--- src/rtl/sbox_sched.sv ---
// Time-multiplexes a 16-byte state through a LANES-wide S-box bank (N = 16/LANES issue cycles).
// Optional abort input enabled by defining SBOX_SCHED_ABORT_EN.
module sbox_sched #(
    parameter int LANES = 4
) (
    input  logic                 clk,
    input  logic                 rst,
    input  logic                 in_valid,
    output logic                 in_ready,
    input  logic [127:0]         state_in,
    input  logic                 in_mode,
    output logic                 out_valid,
    input  logic                 out_ready,
    output logic [127:0]         state_out,
    output logic                 busy,
    output logic [8*LANES-1:0]   sbox_addr,
    output logic                 sbox_sel,
    input  logic [8*LANES-1:0]   sbox_data
`ifdef SBOX_SCHED_ABORT_EN
    ,
    input  logic                 abort
`endif
);

    localparam int N  = 16 / LANES;
    localparam int W  = 8 * LANES;
    localparam int KW = (N > 1) ? $clog2(N) : 1;
    localparam logic [KW-1:0] K_LAST  = KW'(N - 1);
    localparam int            LAST_SH = (N - 1) * W;
    localparam logic [127:0]  LMASK   = 128'((129'd1 << W) - 129'd1);

    typedef enum logic [1:0] {
        S_IDLE,
        S_ISSUE,
        S_DRAIN,
        S_HOLD
    } state_t;

    state_t         state_q, state_d;
    logic [KW-1:0]  k_q, k_d;
    logic [KW-1:0]  k_prev;
    logic [KW-1:0]  addr_grp;
    logic [127:0]   blk_q, blk_d;
    logic [127:0]   acc_q, acc_d;
    logic [127:0]   out_q, out_d;
    logic           mode_q, mode_d;
    logic           abort_w;
    int             cap_sh;

`ifdef SBOX_SCHED_ABORT_EN
    assign abort_w = abort;
`else
    assign abort_w = 1'b0;
`endif

    // Bank output lags the address by one clock, so ISSUE cycle k captures group k-1.
    assign k_prev = k_q - KW'(1);
    assign cap_sh = int'(k_prev) * W;

    always_comb begin
        state_d = state_q;
        k_d     = k_q;
        blk_d   = blk_q;
        mode_d  = mode_q;
        acc_d   = acc_q;
        out_d   = out_q;
        case (state_q)
            S_IDLE: begin
                if (in_valid) begin
                    blk_d   = state_in;
                    mode_d  = in_mode;
                    k_d     = '0;
                    state_d = S_ISSUE;
                end
            end
            S_ISSUE: begin
                if (k_q != '0) begin
                    acc_d = (acc_q & ~(LMASK << cap_sh)) | (128'(sbox_data) << cap_sh);
                end
                if (k_q == K_LAST) begin
                    state_d = S_DRAIN;
                end else begin
                    k_d = k_q + KW'(1);
                end
            end
            S_DRAIN: begin
                out_d   = (acc_q & ~(LMASK << LAST_SH)) | (128'(sbox_data) << LAST_SH);
                state_d = S_HOLD;
            end
            S_HOLD: begin
                if (out_ready) begin
                    state_d = S_IDLE;
                end
            end
            default: state_d = S_IDLE;
        endcase
        if (abort_w && (state_q != S_IDLE)) begin
            state_d = S_IDLE;
            out_d   = out_q;
        end
    end

    always_ff @(posedge clk or posedge rst) begin
        if (rst) begin
            state_q <= S_IDLE;
        end else begin
            state_q <= state_d;
        end
    end

    always_ff @(posedge clk or posedge rst) begin
        if (rst) begin
            k_q    <= '0;
            blk_q  <= '0;
            mode_q <= 1'b0;
            acc_q  <= '0;
            out_q  <= '0;
        end else begin
            k_q    <= k_d;
            blk_q  <= blk_d;
            mode_q <= mode_d;
            acc_q  <= acc_d;
            out_q  <= out_d;
        end
    end

    assign addr_grp  = (state_q == S_ISSUE) ? k_q : '0;
    assign sbox_addr = W'(blk_q >> (int'(addr_grp) * W));
    assign sbox_sel  = mode_q;
    assign in_ready  = (state_q == S_IDLE);
    assign out_valid = (state_q == S_HOLD);
    assign busy      = (state_q != S_IDLE);
    assign state_out = out_q;

endmodule
--- config.mk ---
export PLATFORM = sky130hd
export DESIGN_NAME = sbox_sched
export DESIGN_NICKNAME = d
export VERILOG_FILES = /design/src/rtl/sbox_sched.sv
export SDC_FILE = /design/constraint.sdc
export NUM_CORES = 1
export LEC_CHECK = 0
export BUFFER_PORTS_ARGS = -buffer_cell sky130_fd_sc_hd__clkbuf_2
export CORE_MARGIN = 3
export CORE_UTILIZATION = 31
export CTS_CLUSTER_SIZE = 10
export DETAILED_ROUTE_END_ITERATION = 16
export SYNTH_ARGS = -nofsm -noshare
export SYNTH_HDL_FRONTEND = slang
export SYNTH_SLANG_ARGS = --single-unit
export TNS_END_PERCENT = 10
--- constraint.sdc ---
create_clock -name clk -period 29.4 [get_ports clk]
set_input_delay 4.41 -clock clk [delete_from_list [all_inputs] [get_ports clk]]
set_output_delay 4.41 -clock clk [all_outputs]
set_load 0.02 [all_outputs]
==> metrics <==
grt total ovfl=0; normalized max-slew margin=0.2735; CTS tree=done; Core Footprint=between 40,000 and 50,000 µm²; RePlAce Congestion=~0.8; Routed Antenna Nets=0; syn_nets=1,008; via count=roughly 8,500; critical path start-end classification=flop to primary output; Post-CTS Resized=0; Sink Count=about 360; die height=between 200 and 250 µm; Area growth syn-to-layout=23.88%; worst skew pair latency=~560 ps; antenna violations before repair=1; setup TNS=0 ps; max-cap viol count=0; min Tclk post-route=about 7100 ps; Post-Route WL=roughly 36,000 µm; crit-path max FO=32; total setup buffers inserted after CTS=0; # DRC=0; Fillers=around 4,200; first-pass iteration count of the detailed router=4; Seq cells post-synth=357; wire length of the first global-routing pass=between 50,000 and 60,000 µm; CTS max path bufs=3; Setup violations, final=0; I/O pins=between 300 and 400; DR WL met2=around 18,000 µm; total track usage=0.1484; switching part of the total=0.3347; Combinational Power Share=0.369; Met1 Wirelength=roughly 15,000 µm; Tcrit/Tclk final=0.2430; vias per cell=between 4 and 5; commonest non-fill, non-tap cell in the layout=dfrtp_1; Hold Vio Cnt, Final=0; HPWL Detailed=roughly 23,000 µm; share of cells above drive strength 1=0.6398; initial core utilization=0.3166; outcome=completed; drt wl/cell=roughly 20 µm; IR drop worst, VDD=between 50 and 60 µV; clock transition at the registers of the reported paths=50 ps; Overall Power=between 2000 and 2500 µW; initial drt markers=about 430; total CTS buffers=43; Fin Hold WS=496.4 ps; RSZ-0062 raised after global routing=false; register area share after synthesis=0.6326; Ys Warns=0; layout net count=between 1,000 and 1,500; Synth cell types=23; vias in the first global route=8,972; LEAKAGE=around 0.0083 µW; Cell Rows=between 70 and 80; Slew Viols, Final=0; Max Clock Skew=22.34 ps; Max Used Layer=met4; WP data required=~25,000 ps; WP data arrival=around 2700 ps; # hold bufs at CTS=0; H-tree Lvls=2; Cell Area, Synth=around 14,000 µm²; Synth Instances=834; Switching Power=700.6 µW; Int Pwr=1393 µW; part of the power in registers=0.407; largest net degree at the start of global routing=between 150 and 200; die area=between 40,000 and 50,000 µm²; Worst setup SP type=flop; die span in x=219.4 µm; Avg Cell Area, Syn=about 17 µm²; crit end category=primary output; Met3 Wirelength=about 1600 µm; fmax=140.0 MHz; Hold WC Path Type=flop to flop; Power Density=~120 nW/µm²; worst slew pin tran=1090 ps; # port buffers=328; CTS root buffer=clkbuf_16; Clock power frac=0.225; commonest non-fill, non-tap cells in the layout=357 x dfrtp_1, 328 x clkbuf_2, 258 x mux2_2
-- sequential cells by signal, indices dropped and copies added, names as in the netlist --
signal     count
blk_q        128
state_out    128
acc_q         96
k_q            2
state_q        2
sbox_sel       1
-- worst max-delay path, stage by stage, from the launching register on --
cell and delay [ps]:
dfrtp_1 410, inv_1 110, ha_1 210, nand2_2 60
buf_4 560, mux4_2 630, clkbuf_2 180
-- kinds of logic (layout without fill, tap and decap cells) --
kind of cell | Yosys count | in the layout | synth area share
fa+ha+maj | 9 | 9 | 0.007975
compound gates | 98 | 98 | 0.06637
mux | 293 | 293 | 0.2589
other cells | 0 | 1 | 0
simple gates | 15 | 15 | 0.006646
buf+inv | 62 | 405 | 0.02747
flops | 357 | 357 | 0.6326
-- routing by layer --
metal / GRT usage / up-vias
met3: 0.03074 / 55
met5: 0 / -
li1: - / 3731
met1: 0.1975 / 4514
met2: 0.2423 / 186
met4: 0.04969 / 0
-- synthesized netlist by cell type, drive strengths merged --
master | number | area [µm²]
buf | 47 | 284.0
inv | 8 | 30.03
mux2i | 3 | 30.03
a22o | 96 | 920.9
mux2 | 258 | 2905
a221oi | 1 | 8.760
mux4 | 32 | 720.7
nor2 | 2 | 7.510
clkbuf | 7 | 73.81
and3 | 2 | 15.01
nor3b | 1 | 18.77
a211oi | 1 | 7.510
dfrtp | 357 | 8934
ha | 9 | 112.6
nand2 | 8 | 32.54
nor2b | 2 | 20.02
-- stage by stage --
step	util	setup slack (ps)	area, µm²	instances
detailed placement	0.3647	22290	16270	1711
floorplan	-	15080	14120	834
global placement	0.3647	22350	16270	1711
global route	0.3922	22070	17490	1770
CTS	0.3921	22160	17490	1769
finish	0.3922	22250	17490	1770
-- power groups by stage --
stage / Combinational (µW) / Sequential (µW) / Clock (µW)
after floorplan: 470 / 928 / 0
after global placement: 769 / 850 / 0
after detailed placement: 782 / 859 / 0
after CTS: 785 / 853 / 492
after global routing: 826 / 881 / 512
final: 772 / 851 / 471
-- final timing paths --
kind,from,end,slack (ps),cells after the start
max,state_q[1],sbox_addr[21],22250,6
min,acc_q[38],acc_q[38],500,1
max reg2reg,state_q[0],state_out[95],26400,5
min reg2reg,acc_q[38],acc_q[38],500,1
max in group asynchronous,rst,blk_q[127],23020,4
min in group asynchronous,rst,state_out[121],3980,2
-- area by class of cell --
| type | count | area (µm²) | share of cell area |
|---|---|---|---|
| diodes | 1 | 2.502 | 0.0001431 |
| clock buffers | 53 | 1154 | 0.06595 |
| clock inverters | 5 | 68.82 | 0.003934 |
| inverters | 8 | 37.54 | 0.002146 |
| multi-input cells | 415 | 4820 | 0.2755 |
| flip-flops and latches | 357 | 8934 | 0.5107 |
| well taps | 592 | 740.7 | 0.04234 |
| repair buffers | 339 | 1737 | 0.09928 |
Note: power is estimated with default switching activity, not from simulation.
